==> src/rtl/uart_io_ctrl.sv <==
// uart_io_ctrl: MMIO bridge between the MIPS150 memory stage and the UART (TX FIFO, RX holding register).
// Latency: cpu_rdata valid the cycle after cpu_re; a TXDATA store raises ua_tx_valid two cycles later.
// Backpressure: TX drains on ua_tx_ready; full-FIFO store drops and sets tx_ovf, or stalls with UART_IO_CTRL_STALL_EN.
module uart_io_ctrl #(
  parameter int TX_DEPTH = 4,
  parameter int CNT_W    = 3
) (
  input  logic        clk,
  input  logic        rst_n,
  input  logic [31:0] cpu_addr,
  input  logic        cpu_we,
  input  logic        cpu_re,
  input  logic [7:0]  cpu_wdata,
  output logic [31:0] cpu_rdata,
  output logic        cpu_stall,
  output logic [7:0]  ua_tx_data,
  output logic        ua_tx_valid,
  input  logic        ua_tx_ready,
  input  logic [7:0]  ua_rx_data,
  input  logic        ua_rx_valid,
  output logic        ua_rx_ready
);

  localparam int PTR_W = (TX_DEPTH > 1) ? $clog2(TX_DEPTH) : 1;
  localparam logic [31:0]      ADDR_STATUS = 32'h8000_0000;
  localparam logic [31:0]      ADDR_RXDATA = 32'h8000_0004;
  localparam logic [31:0]      ADDR_TXDATA = 32'h8000_0008;
  localparam logic [CNT_W-1:0] DEPTH_C     = CNT_W'(TX_DEPTH);

  typedef enum logic {TX_IDLE, TX_SEND} tx_state_e;

  tx_state_e        state_q, state_d;
  logic [PTR_W-1:0] rd_ptr_q, rd_ptr_d;
  logic [PTR_W-1:0] wr_ptr_q, wr_ptr_d;
  logic [CNT_W-1:0] count_q, count_d;
  logic             rx_full_q, rx_full_d;
  logic             tx_ovf_q, tx_ovf_d;
  logic [7:0]       rx_byte_q, rx_byte_d;
  logic [31:0]      rdata_q, rdata_d;
  logic [7:0]       mem_q [TX_DEPTH];

  logic             sel_status, sel_rx, sel_tx;
  logic             tx_full, push_req, push, pop;
  logic             rx_cap, rx_pop, ovf_set, ovf_clr;
  logic [3:0]       cnt_nib;

  // Full-FIFO policy: stall the pipeline until space frees, or drop and flag overflow.
`ifdef UART_IO_CTRL_STALL_EN
  assign cpu_stall = push_req & tx_full;
  assign ovf_set   = 1'b0;
`else
  assign cpu_stall = 1'b0;
  assign ovf_set   = push_req & tx_full;
`endif

  // Address decode and handshake qualifiers; pop keys off the registered state only.
  always_comb begin
    sel_status = (cpu_addr == ADDR_STATUS);
    sel_rx     = (cpu_addr == ADDR_RXDATA);
    sel_tx     = (cpu_addr == ADDR_TXDATA);
    tx_full    = (count_q == DEPTH_C);
    push_req   = cpu_we & sel_tx;
    push       = push_req & ~tx_full;
    pop        = (state_q == TX_SEND) & ua_tx_ready;
    rx_cap     = ua_rx_valid & ~rx_full_q;
    rx_pop     = cpu_re & sel_rx & rx_full_q;
    ovf_clr    = cpu_we & sel_status & cpu_wdata[2];
    cnt_nib    = 4'(count_q);
  end

  // FIFO pointers, occupancy, sticky overflow and RX holding register next-state.
  always_comb begin
    rd_ptr_d  = rd_ptr_q;
    wr_ptr_d  = wr_ptr_q;
    count_d   = count_q + {{(CNT_W-1){1'b0}}, push} - {{(CNT_W-1){1'b0}}, pop};
    tx_ovf_d  = tx_ovf_q;
    rx_full_d = rx_full_q;
    rx_byte_d = rx_byte_q;
    if (push) wr_ptr_d = wr_ptr_q + PTR_W'(1);
    if (pop)  rd_ptr_d = rd_ptr_q + PTR_W'(1);
    if (ovf_clr) tx_ovf_d = 1'b0;
    if (ovf_set) tx_ovf_d = 1'b1;
    if (rx_cap) begin
      rx_full_d = 1'b1;
      rx_byte_d = ua_rx_data;
    end else if (rx_pop) begin
      rx_full_d = 1'b0;
    end
  end

  // Load data: sampled state at the cpu_re cycle, held until the next load.
  always_comb begin
    rdata_d = rdata_q;
    if (cpu_re) begin
      if (sel_status)
        rdata_d = {24'b0, cnt_nib, 1'b0, tx_ovf_q, ~tx_full, rx_full_q};
      else if (sel_rx)
        rdata_d = {24'b0, rx_byte_q};
      else
        rdata_d = 32'b0;
    end
  end

  // TX FSM next-state and UART-side outputs; data is zero outside TX_SEND.
  always_comb begin
    state_d     = state_q;
    ua_tx_valid = 1'b0;
    ua_tx_data  = 8'h00;
    case (state_q)
      TX_IDLE: begin
        if (count_q != '0) state_d = TX_SEND;
      end
      TX_SEND: begin
        ua_tx_valid = 1'b1;
        ua_tx_data  = mem_q[rd_ptr_q];
        if (pop && (count_d == '0)) state_d = TX_IDLE;
      end
      default: state_d = TX_IDLE;
    endcase
  end

  assign ua_rx_ready = ~rx_full_q;
  assign cpu_rdata   = rdata_q;

  // Control state; reset drops FIFO occupancy and any held RX byte immediately.
  always_ff @(posedge clk or negedge rst_n) begin
    if (!rst_n) begin
      state_q   <= TX_IDLE;
      rd_ptr_q  <= '0;
      wr_ptr_q  <= '0;
      count_q   <= '0;
      tx_ovf_q  <= 1'b0;
      rx_full_q <= 1'b0;
      rx_byte_q <= 8'h00;
      rdata_q   <= 32'b0;
    end else begin
      state_q   <= state_d;
      rd_ptr_q  <= rd_ptr_d;
      wr_ptr_q  <= wr_ptr_d;
      count_q   <= count_d;
      tx_ovf_q  <= tx_ovf_d;
      rx_full_q <= rx_full_d;
      rx_byte_q <= rx_byte_d;
      rdata_q   <= rdata_d;
    end
  end

  // FIFO storage; contents are only observable through count, so no reset is needed.
  always_ff @(posedge clk) begin
    if (push) mem_q[wr_ptr_q] <= cpu_wdata;
  end

endmodule
==> config.mk <==
export PLATFORM = sky130hd
export DESIGN_NAME = uart_io_ctrl
export DESIGN_NICKNAME = d
export VERILOG_FILES = /design/src/rtl/uart_io_ctrl.sv
export SDC_FILE = /design/constraint.sdc
export NUM_CORES = 1
export LEC_CHECK = 0
export ABC_AREA = 1
export CAP_MARGIN = 10
export CORE_ASPECT_RATIO = 1.25
export CORE_MARGIN = 2
export CORE_UTILIZATION = 46
export CTS_CLUSTER_DIAMETER = 60
export DETAILED_ROUTE_END_ITERATION = 16
export PLACE_DENSITY = 0.83
export SLEW_MARGIN = 0
export SYNTH_ARGS = -nofsm -noshare
export SYNTH_HDL_FRONTEND = slang
export SYNTH_SLANG_ARGS = --single-unit
==> constraint.sdc <==
create_clock -name clk -period 2.8 [get_ports clk]
set_clock_uncertainty 0.2 [all_clocks]
set_input_delay 0.28 -clock clk [delete_from_list [all_inputs] [get_ports clk]]
set_output_delay 0.28 -clock clk [all_outputs]
set_load 0.005 [all_outputs]
# [Yosys cells after proc, flatten, opt, wreduce, memory -nomap -nowiden]
# Memories as Yosys holds them, arrays and structs flattened.
# Index checks and enable logic that the tools add are counted.
[totals] output_inout_bits=43 n_memories=1 reg_bits=50 word_cells=47 ram_bits=32
[classes] eq_ne=4 bitwise_logic=12 n_reduce_logical=5 addsub=4 muxes=13
[memory_table] name="mem_q" words=4 word_bits=8 read_ports=1 rd_clocked_by_memory_dff=0 wr=1 line_no="40" text="logic [7:0] mem_q [TX_DEPTH];"
[ops] operator="32-bit equality test (second input constant)" count=3
[ops] operator="8-bit 2-to-1 mux" count=3
[ops] operator="1-bit AND" count=9
[ops] operator="1-bit 2-to-1 mux" count=9
[ops] operator="2-bit by 1-bit adder with 2-bit output (second input constant)" count=2
[ops] operator="2-bit nonzero test" count=2
[ops] operator="3-bit by 1-bit adder with 3-bit output" count=1
[ops] operator="3-bit equality test (second input constant)" count=1
[ops] operator="3-bit zero test" count=1
[ops] operator="1-bit NOT" count=3
[ops] operator="3-bit nonzero test" count=1
[ops] operator="3-bit by 1-bit subtractor with 3-bit output" count=1
[ops] operator="1-bit one-hot mux with 2 select lines" count=1
[ops] operator="1-bit logical AND" count=1

# [Longest topological paths before layout]
[depth] ltp_word=9 depth_mapped=17 depth_no_buf=17

# [Worst setup path after synthesis]
# Ideal clock, no wire load.
[synth_timing] path_type="input to register" startpoint="input port cpu_addr[1]" endpoint="register state_q" cell_stages=16 required_ns=2.487 path_slack_ns=0.301 setup_ns=0.113 arrival_ns=2.186 path_cell_list="nor2_2 -> nand2_1 -> nor2_1 -> nand2_1 -> nor2_4 -> nand3_2 -> ha_1 -> inv_1 -> ha_1 -> inv_1 -> fa_1 -> inv_1 -> nor3_1 -> nand2_1 -> nand2_1 -> inv_1"
[synth_between] elab_chain_len=9
[synth_rtl] element="from (decl)" line_no="10" text="input logic [31:0] cpu_addr,"
[synth_rtl] element="32-bit equality test" line_no="60" text="sel_tx = (cpu_addr == ADDR_TXDATA);"
[synth_rtl] element="1-bit AND" line_no="62" text="push_req = cpu_we & sel_tx;"
[synth_rtl] element="1-bit AND" line_no="63" text="push = push_req & ~tx_full;"
[synth_rtl] element="3-bit by 1-bit adder with 3-bit output" line_no="75" text="count_d = count_q + {{(CNT_W-1){1'b0}}, push} - {{(CNT_W-1){1'b0}}, pop};"
[synth_rtl] element="3-bit by 1-bit subtractor with 3-bit output" line_no="75"
[synth_rtl] element="via count_d[1]" line_no="35" text="logic [CNT_W-1:0] count_q, count_d;"
[synth_rtl] element="3-bit zero test" line_no="116" text="if (pop && (count_d == '0)) state_d = TX_IDLE;"
[synth_rtl] element="1-bit logical AND" line_no="116"
[synth_rtl] element="1-bit 2-to-1 mux" line_no="116"
[synth_rtl] element="1-bit one-hot mux with 2 select lines" line_no="109" text="case (state_q)"
[synth_rtl] element="via state_d" line_no="32" text="tx_state_e state_q, state_d;"
[synth_rtl] element="to (signal assigned)" line_no="137" text="state_q <= state_d;"
[synth_rtl] element="to (decl)" line_no="32"
# The timed path passes the listed nets, and every way through them passes these cells.
# A chain may end at the register's enable or synchronous reset.

# [Worst setup path after layout]
[layout_timing] startpoint="input port cpu_addr[31]" endpoint="register state_q"
# The elaborated chain is that of the path after synthesis.

==> run_results.csv <==
group,metric,value,unit
pwr,leakage,0.00174,µW
routing,ant_nets,0,
timing,min_period,2.64,ns
die,io_pins,97,
pwr,p_per_area,525,nW/µm²
clock_tree,cts_root_buf,"clkbuf_8",
placed_design,routabilityCongestion,0.779,
critical_path,cp.required,2.83,ns
timing,report.final.slew_viol_count,0,
clock_tree,hold_buffers,0,
global_routing,grt_max_degree,27,
logic_synthesis,synth_seq_cells,58,
pwr,total_power,2020,µW
layout,num-fill-cells,525,
layout,fin_util,62.3,%
critical_path,r2r_end,"state_q$_DFF_PN0_",
global_routing,top_usage_layer,"met2",
clock_tree,clock_path_buffers,2,
layout,antenna_cells,0,
critical_path,cpMostUsedCell,"inv_1",
routing,drt_pass1_iterations,4,
logic_synthesis,synth-xor-area-share,0.903,%
clock_tree,insertion_delay,0.33,ns
layout,final_cell_mix,"71 x clkdlybuf4s50_1, 62 x nor2_1, 60 x nand2_1",
critical_path,cp_slowest_stage_delay,0.48,ns
global_routing,antenna_found_initial,0,
global_routing,grt_use_total,18.5,%
logic_synthesis,muxShareOfSynthArea,2.32,%
logic_synthesis,synth.avg_cell_area,9.24,µm²
clock_tree,cts.sinks,58,
layout,syn_to_final_growth,32.0,%
die,coreArea,6170,µm²
timing,finalHoldViolations,0,
routing,viasPerCell,4.61,
clock_tree,cts_tree,"done",
global_routing,grt_pass1_vias,2232,
global_routing,use_met2,32.6,%
logic_synthesis,synthSimpleGateAreaFrac,21.0,%
routing,num_vias,2257,
timing,slew_headroom,58.5,%
logic_synthesis,synthCells,315,
placed_design,dpl-instance-area,3650,µm²
die,start_util,47.2,%
timing,worst_slew_pin_slew,0.622,ns
clock_tree,cts_buffers,9,
critical_path,worstPathCellList,"clkdlybuf4s50_1 > inv_1 > nor2_1 > nand2_1 > nor2_1 > nand2_1 > nor2_4 > nand3_2 > ha_1 > inv_1 > ha_1 > inv_1 > fa_1 > inv_1 > nor3_2 > nand2_1 > nand2_1 > inv_1",
layout,fin_nets,461,
layout,mostFrequentLayoutCell,"clkdlybuf4s50_1",
layout,final_area,3840,µm²
clock_tree,cts-htree-levels,3,
timing,setup_violations,0,
logic_synthesis,yosys_warnings,0,
job,drv_cap,0,
critical_path,crit-reg2reg-launch,"count_q[1]$_DFF_PN0_",
critical_path,worstSetupStartpointType,"input pin",
critical_path,r2r_cells,13,
critical_path,reg2reg_slack,0.29,ns
global_routing,overflow,0,
global_routing,grtUsageMet3,5.88,%
logic_synthesis,ys_types,28,
critical_path,crit_family,"adder cells",
critical_path,cp_slowest_cell,"fa_1",
placed_design,place_ws,-0.210,ns
die,die_area,6980,µm²
clock_tree,path_clk_slew,0.07,ns
layout,layout-drive-gt1-share,9.38,%
worst_hold_path,hold_class,"input pin to async pin",
critical_path,crit_path_end_kind,"flip-flop",
routing,drt_iter0_drc,69,
run_status,status,"completed",
logic_synthesis,synth_compound_area_share,4.82,%
critical_path,cp.arrival,2.68,ns
placed_design,port_buffers,71,
critical_path,path_buf_inv,6,
logic_synthesis,synth_area,2910,µm²
timing,postLayoutSetupSlackWorst,0.158,ns
routing,routedWlPerCell,12.3,µm
logic_synthesis,synthAdderAreaFrac,3.27,%
routing,drcViolationCount,0,
logic_synthesis,synth_seq_area_share,55.4,%
global_routing,met1_usage,20.1,%
placed_design,dp_hpwl,4.44,mm
die,die_height,92.9,µm
timing,fin_crit_sh,94.4,%
pwr,peakVddDrop,0.000341,V
critical_path,crit_type,"input pin to flip-flop",
routing,wirelength,6.02,mm
logic_synthesis,synth_top_family_by_area,"simple AND/OR/NAND/NOR gates",
timing,clock.fmax,0.378,GHz
die,dieWidth,75.1,µm
critical_path,crit_path_max_fanout,2,
die,rows,32,
global_routing,grt_pass1_wl,9.65,mm
-- report_power, final --
group | switching (µW) | internal (µW)
sequential | 70.6 | 966
combinational | 161 | 166
clock | 310 | 343
-- cell type report --
type	instances	area, µm²	area share [%]
clock buffer	13	149	3.88
clock inverter	3	17.5	0.456
inverter	35	131	3.42
multi-input combinational	215	1040	27.1
sequential	58	1610	42.0
tap	85	106	2.77
timing repair buffer	81	786	20.5
-- layer usage --
metal / share of wire, % / vias to the layer above
met4: 1.2 / 0
met2: 53 / 93
met5: 0 / -
met3: 5.9 / 9
li1: - / 1119
met1: 40 / 1036
-- synth_stat cells (all sizes together) --
master,instances,area share [%]
ha,6,2.6
a21oi,10,1.7
nand4,2,0.43
dfrtp,26,22
clkbuf,1,0.13
xor2,2,0.60
clkinv,1,0.13
nand3b,4,1.0
nor3,1,0.17
mux2,6,2.3
nand3,12,2.2
fa,1,0.69
xnor2,1,0.30
inv,34,4.4
buf,30,7.5
edfxtp,32,33
o21ai,18,3.1
nand2,61,8.0
nor2,66,9.2
conb,1,0.13
-- worst max path at each step --
stage	slack, ns	to	cells after the start	startpoint
final	0.16	state_q$_DFF_PN0_	18	cpu_addr[31]
after global routing	-0.01	state_q$_DFF_PN0_	17	cpu_addr[4]
after CTS	0.15	ua_tx_data[5]	5	rd_ptr_q[1]$_DFFE_PN0P_
after detailed placement	-0.21	state_q$_DFF_PN0_	18	cpu_addr[31]
after global placement	-0.13	state_q$_DFF_PN0_	18	cpu_addr[31]
after floorplan	0.30	state_q$_DFF_PN0_	16	cpu_addr[1]
-- sequential cells by signal, indices dropped and copies added, names as in the netlist --
signal and flops:
count_q 3, cpu_rdata 8, mem_q 32, rd_ptr_q 2, rx_byte_q 8, rx_full_q 1, state_q 1, tx_ovf_q 1
wr_ptr_q 2
-- worst reg2reg max path, cell delays in order (launching register included) --
cell     delay [ns]
dfrtp_1        0.44
nor2_1         0.16
nand2_1        0.15
nand3_2        0.13
ha_1           0.23
inv_1          0.05
ha_1           0.13
inv_1          0.05
fa_1           0.48
inv_1          0.07
nor3_2         0.16
nand2_1        0.06
nand2_1        0.06
inv_1          0.04
-- repair_timing --
action,4_1_cts,5_1_grt
gates resized for setup,0,1
setup endpoints to repair,0,1
buffers inserted,0,2
-- through the flow --
stage / std cells / hold WS [ns] / TNS [ns]
floorplan: 339 / -0.216 / 0
finish: 490 / 0.118 / 0
global placement: 472 / 0.255 / -0.126
global route: 490 / 0.154 / -0.0136
detailed placement: 472 / 0.273 / -0.210
CTS: 488 / 0.113 / 0
-- cells by family after synthesis --
| kind of cell | count (synthesis) |
|---|---|
| AND/OR/NAND/NOR | 146 |
| buffers and inverters | 66 |
| flip-flops | 58 |
| AO/OA/AOI/OAI | 28 |
| adder cells (fa/ha/maj) | 7 |
| multiplexers | 6 |
| XOR/XNOR | 3 |
| other | 1 |
Power figures use the tool's default switching activity.
